**src/rtl/sweep_kw_gen_pkg.sv**
```systemverilog
// Shared definitions for the frequency-sweep controller: state encoding and default widths.
package sweep_kw_gen_pkg;

    localparam int DEF_KW_W     = 32;
    localparam int DEF_SETTLE_W = 24;
    localparam int DEF_IDX_W    = 16;

    typedef enum logic [1:0] {
        ST_IDLE   = 2'd0,
        ST_SETTLE = 2'd1,
        ST_MEAS   = 2'd2,
        ST_DONE   = 2'd3
    } state_t;

endpackage

```
**src/rtl/sweep_kw_gen_settle_timer.sv**
```systemverilog
// Loadable down-counter with a registered zero flag; load wins over enable.
// Counting stops at zero, so the flag stays set until the next load.
module settle_timer
    import sweep_kw_gen_pkg::*;
#(
    parameter int W = DEF_SETTLE_W
) (
    input  logic         i_clk,
    input  logic         i_rst,
    input  logic         i_load,
    input  logic [W-1:0] i_load_val,
    input  logic         i_en,
    output logic         o_zero
);

    logic [W-1:0] r_cnt;
    logic         r_zero;

    always_ff @(posedge i_clk or posedge i_rst) begin
        if (i_rst) begin
            r_cnt  <= '0;
            r_zero <= 1'b1;
        end else if (i_load) begin
            r_cnt  <= i_load_val;
            r_zero <= (i_load_val == '0);
        end else if (i_en && !r_zero) begin
            r_cnt  <= r_cnt - W'(1);
            r_zero <= (r_cnt == W'(1));
        end
    end

    assign o_zero = r_zero;

endmodule

```
**src/rtl/sweep_kw_gen.sv**
```systemverilog
// Steps the DDS tuning word through a programmed sweep, settling and handshaking one
// measurement per point; all outputs registered, Abort returns to IDLE in one cycle.
module sweep_kw_gen
    import sweep_kw_gen_pkg::*;
#(
    parameter int KW_W     = DEF_KW_W,
    parameter int SETTLE_W = DEF_SETTLE_W,
    parameter int IDX_W    = DEF_IDX_W
) (
    input  logic                CLK,
    input  logic                RST,
    input  logic                Start,
    input  logic                Abort,
    input  logic [KW_W-1:0]     KW_Start,
    input  logic [KW_W-1:0]     KW_Step,
    input  logic [IDX_W-1:0]    Step_Num,
    input  logic [SETTLE_W-1:0] Settle_Cycles,
    input  logic                Meas_Ack,
    output logic [KW_W-1:0]     KW,
    output logic                SW_Sin_Out,
    output logic                Meas_Req,
    output logic [IDX_W-1:0]    Point_Idx,
    output logic                Busy,
    output logic                Done
);

    state_t              r_state;
    logic [KW_W-1:0]     r_kw_step;
    logic [IDX_W-1:0]    r_step_num;
    logic [SETTLE_W-1:0] r_settle;

    logic                w_accept;
    logic                w_ack;
    logic                w_last;
    logic                w_advance;
    logic                w_tmr_load;
    logic [SETTLE_W-1:0] w_tmr_val;
    logic                w_tmr_en;
    logic                w_tmr_zero;

    assign w_accept   = (r_state == ST_IDLE) && Start && !Abort && (Step_Num != '0);
    assign w_ack      = Meas_Req && Meas_Ack;
    assign w_last     = (Point_Idx == r_step_num - IDX_W'(1));
    assign w_advance  = (r_state == ST_MEAS) && !Abort && w_ack && !w_last;
    assign w_tmr_load = w_accept || w_advance;
    // First point settles on the live input; later points reuse the latched copy.
    assign w_tmr_val  = (r_state == ST_IDLE) ? Settle_Cycles : r_settle;
    assign w_tmr_en   = (r_state == ST_SETTLE);

    settle_timer #(
        .W (SETTLE_W)
    ) u_settle_timer (
        .i_clk      (CLK),
        .i_rst      (RST),
        .i_load     (w_tmr_load),
        .i_load_val (w_tmr_val),
        .i_en       (w_tmr_en),
        .o_zero     (w_tmr_zero)
    );

    always_ff @(posedge CLK or posedge RST) begin
        if (RST) begin
            r_state    <= ST_IDLE;
            r_kw_step  <= '0;
            r_step_num <= '0;
            r_settle   <= '0;
            KW         <= '0;
            SW_Sin_Out <= 1'b0;
            Meas_Req   <= 1'b0;
            Point_Idx  <= '0;
            Busy       <= 1'b0;
            Done       <= 1'b0;
        end else begin
            Done <= 1'b0;
            if (r_state != ST_IDLE && Abort) begin
                r_state    <= ST_IDLE;
                KW         <= '0;
                SW_Sin_Out <= 1'b0;
                Meas_Req   <= 1'b0;
                Point_Idx  <= '0;
                Busy       <= 1'b0;
            end else begin
                case (r_state)
                    ST_IDLE: begin
                        if (w_accept) begin
                            r_kw_step  <= KW_Step;
                            r_step_num <= Step_Num;
                            r_settle   <= Settle_Cycles;
                            KW         <= KW_Start;
                            Point_Idx  <= '0;
                            SW_Sin_Out <= 1'b1;
                            Busy       <= 1'b1;
                            r_state    <= ST_SETTLE;
                        end
                    end
                    ST_SETTLE: begin
                        if (w_tmr_zero) begin
                            Meas_Req <= 1'b1;
                            r_state  <= ST_MEAS;
                        end
                    end
                    ST_MEAS: begin
                        if (w_ack) begin
                            Meas_Req <= 1'b0;
                            if (w_last) begin
                                KW         <= '0;
                                SW_Sin_Out <= 1'b0;
                                Point_Idx  <= '0;
                                Done       <= 1'b1;
                                r_state    <= ST_DONE;
                            end else begin
                                KW        <= KW + r_kw_step;
                                Point_Idx <= Point_Idx + IDX_W'(1);
                                r_state   <= ST_SETTLE;
                            end
                        end
                    end
                    ST_DONE: begin
                        Busy    <= 1'b0;
                        r_state <= ST_IDLE;
                    end
                    default: r_state <= ST_IDLE;
                endcase
            end
        end
    end

endmodule

```
**config.mk**
```make
export PLATFORM = sky130hd
export DESIGN_NAME = sweep_kw_gen
export DESIGN_NICKNAME = d
export VERILOG_FILES = /design/src/rtl/sweep_kw_gen_pkg.sv /design/src/rtl/sweep_kw_gen_settle_timer.sv /design/src/rtl/sweep_kw_gen.sv
export SDC_FILE = /design/constraint.sdc
export NUM_CORES = 1
export LEC_CHECK = 0
export BUFFER_PORTS_ARGS = -buffer_cell sky130_fd_sc_hd__buf_2
export CAP_MARGIN = 20
export CORE_AREA = 2 2 126 128
export DETAILED_ROUTE_END_ITERATION = 10
export DIE_AREA = 0 0 128 130
export PLACE_DENSITY = 0.82
export SYNTH_ARGS = -nofsm -noshare
export SYNTH_HDL_FRONTEND = slang
export SYNTH_SLANG_ARGS = --single-unit
```
**constraint.sdc**
```tcl
create_clock -name CLK -period 14.2 [get_ports CLK]
set_clock_uncertainty 0.15 [all_clocks]
set_input_delay 1.42 -clock CLK [delete_from_list [all_inputs] [get_ports CLK]]
set_output_delay 1.42 -clock CLK [all_outputs]
set_load 0.01 [all_outputs]
```
==> qor.yml, run 1 <==
syn_to_final_growth_pct: 17.4
cellPowerDensity_mw_per_mm2: 225
finalCritPeriodShare: 0.331
worstSetupStartpointType: "input pin"
crit_end: "KW[5]"
max_stage_delay_ns: 0.78
grt_pass1_vias: 7441
crit_cells: 9
seq_area_frac_synth: 0.415
ios: 161
ys_top_cells_by_area: "dfrtp_1 41%, mux2_2 9.0%, ha_1 5.4%, xor2_1 4.6%, o21ai_0 3.7%"
avgRoutedWirePerCell_um: 17.4
postCtsResizedCells: 0
drive_above_1_share: 0.271
post_cts_buffers: 0
setup_viol: 0
final_max_slew_viol_count: 0
antenna_left: 0
regToRegEndpoint: "Point_Idx[15]"
r2r_slack_ns: 9.54
slowest_stage: "buf_4"
worst_hold_path_type: "reg2reg"
final_area_mm2: 0.0107
layout_common_cells: "160 x buf_2, 150 x dfrtp_1, 73 x mux2_2"
htree_levels: 4
rows: 46
rsz0062_at_grt: "no"
worstMarginPinSlew_ns: 0.982
startpoint: "Step_Num[2]"
whs_path_depth: 1
maxCapViolations: 0
drt_pass1_iterations: 5
hold_start: "r_kw_step[26]"
io_buffer_count: 160
maxSlewHeadroom: 0.345
grt_pass1_wl_um: 36200
final_common_cell: "buf_2"
start_util: 0.590
nets: 1197
syn_area_per_cell_um2: 10.1
cp_data_required_time_ns: 14.32
drt-initial-drc-count: 436
syn_inst: 899
synth-compound-area-share: 0.150
status: "completed"
vias: 7419
synth_nets: 1048
root_buffer: "clkbuf_16"
yosysTopAreaCellShare: 0.413
clock.fmax_ghz: 0.213
synthFlopType: "dfrtp_1"
clk_pin_slew_ns: 0.06
gp_congestion: 0.901
place_hpwl_um: 15500
final_hold_viol_count: 0
cp.arrival_ns: 4.81
worstPathCellList: "buf_2 -> nor4_1 -> nand4_1 -> nand4b_1 -> buf_4 -> o21ai_0 -> and3_1 -> nand2_1 -> o21ai_0"
fin_crit_ns: 4.70
clock_latency_ns: 0.43
vdd_drop_max_mv: 0.133
setup_tns_ns: 0
cts_made_buffers: 17
track_usage: 0.274
yosys.area_share.simple: 0.146
synth-xor-area-share: 0.0809
cp_max_fo: 64
synth_top_family_by_area: "compound AO/OA/AOI/OAI gates"
detail_route.vias_per_cell: 5.92
critPathMostFrequentCell: "o21ai_0"
ys_types: 68
antenna_found_initial: 1
synth_edf_count: 0
grt_max_degree: 83
coreArea_mm2: 0.0154
wirelength_um: 21900
worstReg2RegStart: "r_state[0]"
cts_tree: "built"
cp-end-kind: "flip-flop"
die_h_um: 130
critPathKind: "in2reg"
cts-hold-fix-buffers: 0
dieArea_mm2: 0.0166
crit_family: "simple AND/OR/NAND/NOR gates"
synth_fa_ha_area_frac: 0.0558
rr_worst_depth: 9
synth.largest_area_cell: "dfrtp_1"
dieWidth_um: 128
synthesis.area_mm2: 0.00910
overflow: 0
cts_buffer_depth: 2
yosys_warnings: 0
route.detailed.drc: 0
path_buf_inv: 2
async_flop_share: 1.00
synth_mux_area_frac: 0.126
p_leak_uw: 0.00517
cts.sinks: 151
ys_ff_latch: 151
place_area_mm2: 0.0100
==> registers in the layout, indices dropped and copies added (netlist names), 2 cells and up <==
| register | cells |
|---|---|
| r_settle | 24 |
| r_kw_step | 32 |
| KW | 32 |
| r_state | 2 |
| Point_Idx | 16 |
| u_settle_timer.r_cnt | 24 |
| r_step_num | 16 |
==> Yosys cell counts, types with 2 or more instances <==
cell      instances
o21ai_1           3
and3_1            6
inv_1            24
and4_1            4
o21bai_1          4
and2_1            5
a31oi_1          11
or2_2             4
buf_2             5
or4_1             5
nor2_1           56
nand2b_1          6
mux2i_1          29
a22oi_1          21
nor4_1           23
nor3b_1           4
dfrtp_1         150
nand2_1          67
xnor2_1          36
nor3_1           12
nand4_1          12
clkbuf_1         28
mux2_2           73
a22o_1            5
a41oi_1           2
a211oi_1          4
or4_4             2
mux2_1            3
nand3_1          16
ha_1             39
o21a_1            5
o21ai_0          67
a221oi_1          2
o22ai_1           8
o311ai_0          2
nor2b_1          14
or3_1             2
a21oi_1          30
a21o_1           27
a311oi_1          2
nand3b_1          4
nand4b_1          2
xor2_1           48
o21ai_2           2
o31ai_1           2
==> metal layers <==
layer	up-vias	wire length, µm	track usage	part of all wire
met5	-	0	0	0
met4	0	561	0.106	0.026
met3	39	1080	0.0480	0.049
met2	216	10500	0.467	0.48
met1	3581	9690	0.352	0.44
li1	3583	-	-	-
==> report_power, final <==
| group | leakage (µW) | internal [µW] | total [µW] | switching (µW) |
|---|---|---|---|---|
| clock | 0.000307 | 311 | 493 | 182 |
| sequential | 0.00190 | 613 | 790 | 177 |
| combinational | 0.00297 | 514 | 1120 | 602 |
| total | 0.00517 | 1440 | 2400 | 962 |
==> area by class of cell <==
class                           count  area (µm²)
Fill cell                        1193        4750
Inverter                           24        95.1
Clock inverter                     13         203
Timing Repair Buffer              165         838
Antenna cell                        1        2.50
Tap cell                          192         240
Sequential cell                   151        3780
Clock buffer                       19         433
Multi-Input combinational cell    689        5090
==> stage by stage <==
stage | total power (µW) | std cells | hold slack (ns) | setup slack [ns] | utilization
after global placement | 1860 | 1221 | 0.345 | 9.24 | 0.651
after detailed placement | 1890 | 1221 | 0.354 | 9.03 | 0.651
after CTS | 2400 | 1253 | 0.369 | 9.47 | 0.692
final | 2400 | 1254 | 0.363 | 9.50 | 0.692
after global routing | 2580 | 1254 | 0.382 | 9.10 | 0.692
after floorplan | 1610 | 899 | 0.334 | 8.57 | -
==> worst min-delay path by stage <==
stage | to | slack (ns)
2_1_floorplan | r_kw_step[29] | 0.33
3_3_place_gp | r_kw_step[11] | 0.35
3_5_place_dp | Busy | 0.35
4_1_cts | Busy | 0.37
5_1_grt | r_kw_step[26] | 0.38
6_report | r_kw_step[26] | 0.36
==> cell families (layout without fill, tap and decap cells) <==
kind of cell / count (synthesis) / count (layout)
mux: 105 / 105
xor+xnor: 84 / 84
fa+ha+maj: 40 / 40
buf+inv: 59 / 221
other cells: 0 / 1
compound gates: 209 / 209
simple gates: 251 / 251
flops: 151 / 151
(Power assumes the default switching activity.)
==> inputs of run 2 (changes only) <==
Settings changed: CORE_AREA 2 2 126 128 to 2 2 130 132, DIE_AREA 0 0 128 130 to 0 0 132 134, PLACE_DENSITY 0.82 to 0.78.
Clock period 14.2 ns to 4.7 ns, I/O delays scaled along.
==> run 2 against run 1 <==
  * Sequential power rose to 3.0 times the previous value
  * Clock power increased to 3.2 times the previous value
  * Worst hold slack worse by 0.24 ns
  * Cell count up 2.6%
  * Sequential share of layout area shrank 0.39 points
  * Register-to-register slack worse by 8.6 ns
  * Wire length up 3.2%
  * Critical path depth rose by 2
  * Combinational power rose to 3.0 times the previous value
  * Utilization down 2.9 points
  * Global-route usage down 1.4 points
  * Largest power group unchanged
==> qor.yml, run 2 (same netlist as run 1, synthesis figures left out) <==
setup_tns_ns: 0  # unchanged
die_h_um: 134  # +3.1%
drt-initial-drc-count: 418  # -4.1%
hold_end: "r_kw_step[9]"
whs_path_depth: 2  # +1
r2r_slack_ns: 0.95  # -8.59 ns
root_buffer: "clkbuf_16"
io_buffer_count: 160  # unchanged
setup_viol: 0  # unchanged
vias: 7541  # +1.6%
overflow: 0  # unchanged
final_hold_viol_count: 0  # unchanged
detail_route.vias_per_cell: 5.86  # -0.88%
drt_pass1_iterations: 5  # unchanged
fin_crit_ns: 3.75
place_area_mm2: 0.0101  # +0.57%
layout_common_cells: "160 x buf_2, 150 x dfrtp_1, 73 x mux2_2"
cp.arrival_ns: 3.89  # -0.92 ns
wirelength_um: 22600  # +3.2%
grt_pass1_vias: 7292  # -2.0%
worst_hold_path_type: "in2reg"
dieArea_mm2: 0.0177  # +6.3%
final_area_mm2: 0.0108  # +1.1%
clock.fmax_ghz: 0.266
rr_worst_depth: 11  # +2
clk_pin_slew_ns: 0.06  # about the same
htree_levels: 4  # unchanged
grt_max_degree: 80  # -3.6%
p_leak_uw: 0.00521  # +0.85%
final_max_slew_viol_count: 0  # unchanged
clock_latency_ns: 0.42  # about the same
grt_pass1_wl_um: 36600  # +1.1%
vdd_drop_max_mv: 0.377  # +180%
cts.sinks: 151  # unchanged
track_usage: 0.260  # -0.0135
hold_start: "KW_Step[9]"
nets: 1201  # +0.33%
dp_cells: 1252  # +2.5%
cp_max_fo: 3  # -95%
cts_tree: "built"
largest_registers: "KW: 32 flops, r_kw_step: 32 flops"
critPathKind: "reg2reg"
finalCritPeriodShare: 0.798
coreArea_mm2: 0.0163  # +5.6%
cellPowerDensity_mw_per_mm2: 683  # +200%
antenna_found_initial: 2  # +1
syn_to_final_growth_pct: 18.7
avgRoutedWirePerCell_um: 17.5  # +0.61%
antenna_left: 0  # unchanged
ios: 161  # unchanged
gp_congestion: 0.885  # -1.8%
start_util: 0.559  # -0.0313
maxCapViolations: 0  # unchanged
postCtsResizedCells: 0  # unchanged
rsz0062_at_grt: "no"
place_hpwl_um: 15900  # +2.6%
cp_data_required_time_ns: 4.84  # -9.48 ns
layout_setup_ws_ns: 0.947  # -8.56 ns
cts_made_buffers: 17  # unchanged
p_total_uw: 7380  # +210%
route.detailed.drc: 0  # unchanged
dieWidth_um: 132  # +3.1%
fin_cells: 1286  # +2.6%
worstMarginPinSlew_ns: 1.01  # +0.0266 ns
worstSetupStartpointType: "flip-flop"
regToRegEndpoint: "KW[28]"
worstReg2RegStart: "KW[0]"
cts_buffer_depth: 2  # unchanged
rows: 47  # +2.2%
maxSlewHeadroom: 0.327  # -0.0177
status: "completed"
drive_above_1_share: 0.273  # +0.00180
post-place-ws_ns: 0.870  # -8.16 ns
final_common_cell: "buf_2"
cp-end-kind: "flip-flop"
-- run 2: timing repair --
action / CTS / global route
setup endpoints to repair: 0 / 0
hold buffers: 1 / 0
setup buffers: 0 / 0
hold endpoints to repair: 41 / 0
-- run 2: worst max-delay path by stage --
stage / start / endpoint
finish: KW[0] / KW[28]
global route: r_step_num[0] / KW[24]
CTS: KW[0] / KW[28]
detailed placement: Step_Num[1] / KW[30]
global placement: Step_Num[1] / KW[19]
floorplan: RST / Busy
-- run 2: worst max-delay path, stage by stage, from the launching register on --
cell	delay [ns]
dfrtp_1	0.39
ha_1	0.25
fa_1	0.42
a21o_1	0.17
a21o_1	0.23
a2111oi_4	0.44
o221ai_1	0.29
a221oi_1	0.47
o21ai_1	0.22
a221oi_1	0.34
xor2_1	0.17
o21ai_1	0.07
-- run 2: cell type report --
type	instances	area [µm²]
antenna	1	2.50
clock buffer	26	529
clock inverter	6	158
fill	1316	5490
inverter	24	95.1
multi-input combinational	689	5090
sequential	151	3780
tap	220	275
timing repair buffer	169	871
-- run 2: per-layer routing --
metal	wire length, µm	track usage	up-vias
li1	-	-	3587
met1	9720	0.340	3647
met2	11000	0.433	266
met3	1430	0.0544	39
met4	407	0.0900	2
met5	7	0	-
-- run 2: metrics by stage --
stage                util  hold WS (ns)
floorplan               -         0.334
global placement    0.620         0.344
detailed placement  0.620         0.352
CTS                 0.663         0.107
global route        0.663         0.115
finish              0.663         0.123
-- run 2: where the power goes --
part | leakage, µW | internal (µW) | switching [µW]
Combinational | 0.00298 | 1560 | 1840
Sequential | 0.00190 | 1850 | 544
Clock | 0.000333 | 1040 | 536
Total | 0.00521 | 4450 | 2920
==> inputs of run 3 (changes only) <==
Clock period 4.7 ns to 3.92 ns, I/O delays scaled along.
==> run 3 against run 2 <==
  * The run now ends with negative hold slack left
  * Sequential power is 18% higher
  * Power increased by 16%
  * Flip-flop and latch count is the same
  * Sequential share of layout area rose by 0.13 points
  * Maximum frequency grew 3.5%
  * Largest power group unchanged
==> qor.yml, run 3 (same netlist as run 1, synthesis figures left out) <==
status: "finished with violations"
violations: "negative hold slack"
max_stage_delay_ns: 0.43  # -0.04 ns
swShare: 0.405  # +0.00855
seqPwrFrac: 0.332  # +0.007
maxCapViolations: 0  # unchanged
io_buffer_count: 160  # unchanged
nets: 1204  # +0.25%
setup_tns_ns: 0  # unchanged
overflow: 0  # unchanged
critPathKind: "reg2reg"
crit_cells: 11  # unchanged
worstSetupStartpointType: "flip-flop"
maxSlewHeadroom: 0.341  # +0.0131
worstMarginPinSlew_ns: 0.989  # -0.0197 ns
place_hpwl_um: 15600  # -2.2%
final_area_mm2: 0.0108  # -0.38%
vdd_drop_max_mv: 0.486  # +29%
cp_max_fo: 3  # unchanged
cts-hold-fix-buffers: 0  # -1
dieArea_mm2: 0.0177  # unchanged
antenna_left: 0  # unchanged
p_sw_uw: 3460  # +18%
ios: 161  # unchanged
route.detailed.drc: 0  # unchanged
cp-end-kind: "flip-flop"
htree_levels: 4  # unchanged
start_util: 0.559  # unchanged
grt_pass1_vias: 7437  # +2.0%
root_buffer: "clkbuf_16"
cts_buffer_depth: 2  # unchanged
fillCellCount: 1338  # +1.7%
cts_made_buffers: 17  # unchanged
cts_tree: "built"
final_hold_viol_count: 25  # +25
layout_common_cells: "160 x buf_2, 150 x dfrtp_1, 73 x mux2_2"
regToRegEndpoint: "KW[28]"
gp_congestion: 0.854  # -3.5%
clock.fmax_ghz: 0.276  # +3.5%
worstPathCellList: "ha_1 -> fa_1 -> a21o_1 -> a21o_1 -> a2111oi_4 -> o221ai_1 -> a221oi_2 -> o21ai_1 -> a221oi_1 -> xor2_1 -> o21ai_1"
setup_viol: 0  # unchanged
clock_latency_ns: 0.43  # about the same
finalCritPeriodShare: 0.925  # +0.127
drt_pass1_iterations: 5  # unchanged
p_total_uw: 8550  # +16%
p_int_uw: 5090  # +14%
fin_crit_ns: 3.63  # -0.127 ns
slowest_stage: "fa_1"
cp.arrival_ns: 3.78  # -0.11 ns
cp_data_required_time_ns: 4.08  # -0.76 ns
syn_to_final_growth_pct: 18.2
die_h_um: 134  # unchanged
coreArea_mm2: 0.0163  # unchanged
met2_length_um: 10900  # -0.89%
drive_above_1_share: 0.276  # +0.00324
detail_route.vias_per_cell: 5.75  # -2.0%
comb_power_share: 0.480  # +0.019
track_usage: 0.260  # -0.000614
antenna_found_initial: 1  # -1
crit_family: "compound AO/OA/AOI/OAI gates"
vias: 7402  # -1.8%
r2r_slack_ns: 0.29  # -0.65 ns
crit_end: "KW[28]"
dieWidth_um: 132  # unchanged
grt_max_degree: 152  # +90%
cts.sinks: 151  # unchanged
worstReg2RegStart: "KW[0]"
path_buf_inv: 0  # unchanged
final_max_slew_viol_count: 0  # unchanged
drt-initial-drc-count: 334  # -20%
p_leak_uw: 0.00520  # -0.34%
p_clk_frac: 0.188  # -0.026
holdWs_ns: -0.0798  # -0.203 ns
wirelength_um: 22000  # -2.4%
m1WireLength_um: 9640  # -0.84%
worst_hold_path_type: "in2async"
grt_pass1_wl_um: 36800  # +0.47%
startpoint: "KW[0]"
rsz0062_at_grt: "no"
clk_pin_slew_ns: 0.06  # about the same
rows: 47  # unchanged
cellPowerDensity_mw_per_mm2: 795  # +16%
final_common_cell: "buf_2"
avgRoutedWirePerCell_um: 17.1  # -2.6%
rr_worst_depth: 11  # unchanged
wl_met3_um: 1130  # -21%
largest_registers: "KW: 32 flops, r_kw_step: 32 flops"
top_layer_used: "met4"
place_area_mm2: 0.0102  # +0.66%
-- run 3: cell count changes in the layout (fill, tap and decap cells not counted) --
cell and delta:
a221oi_1 -1, a221oi_2 +1, buf_12 +3, buf_4 +1
bufinv_16 -3, clkbuf_8 -4, clkinv_2 +5, clkinvlp_4 +2
dlygate4sd3_1 -1, inv_6 -1, nor4b_2 -1, nor4b_4 +1
-- run 3: what timing repair did --
item	CTS	global route
setup endpoints to repair	0	2
setup buffers	0	0
resized for setup	0	2
-- run 3: power groups by stage --
stage	Sequential (µW)	Clock [µW]	Combinational, µW
2_1_floorplan	2750	0	3090
3_3_place_gp	2800	0	3950
4_1_cts	2820	1640	4090
5_1_grt	2940	1710	4580
6_report	2840	1610	4100
3_5_place_dp	2830	0	4030
-- run 3: final cells by class --
type / instances / area, µm² / area share
sequential: 151 / 3780 / 0.351
inverter: 24 / 93.8 / 0.00873
timing repair buffer: 172 / 928 / 0.0863
clock inverter: 9 / 100 / 0.00931
clock buffer: 22 / 474 / 0.0441
antenna: 1 / 2.50 / 0.000233
tap: 220 / 275 / 0.0256
multi-input combinational: 689 / 5100 / 0.474
-- run 3: per-stage QoR --
step / utilization / setup WS, ns / instances / hold slack, ns
2_1_floorplan: - / 0.516 / 899 / 0.334
4_1_cts: 0.659 / 0.169 / 1287 / 0.0281
5_1_grt: 0.660 / 0.0644 / 1288 / 0.0324
6_report: 0.660 / 0.294 / 1288 / -0.0798
3_3_place_gp: 0.624 / 0.300 / 1256 / 0.343
3_5_place_dp: 0.624 / 0.198 / 1256 / 0.349
-- run 3: worst min path at each step --
stage                              from       endpoint  slack (ns)  cells after the start
after floorplan           r_kw_step[29]  r_kw_step[29]        0.33                      1
after global placement    r_kw_step[18]  r_kw_step[18]        0.34                      1
after detailed placement  r_kw_step[18]  r_kw_step[18]        0.35                      1
after CTS                    KW_Step[9]   r_kw_step[9]        0.03                      2
final                               RST         KW[26]       -0.08                      3
after global routing         KW_Step[8]   r_kw_step[8]        0.03                      2
-- run 3: metal layers --
| metal | vias up | track usage |
|---|---|---|
| li1 | 3589 | - |
| met1 | 3576 | 0.335 |
| met2 | 210 | 0.444 |
| met3 | 27 | 0.0503 |
| met4 | 0 | 0.0827 |
| met5 | - | 0 |
-- run 3: tightest hold or removal path, delay by kind of cell --
family / cells / cell delay, ns
buffers and inverters: 3 / 0.60
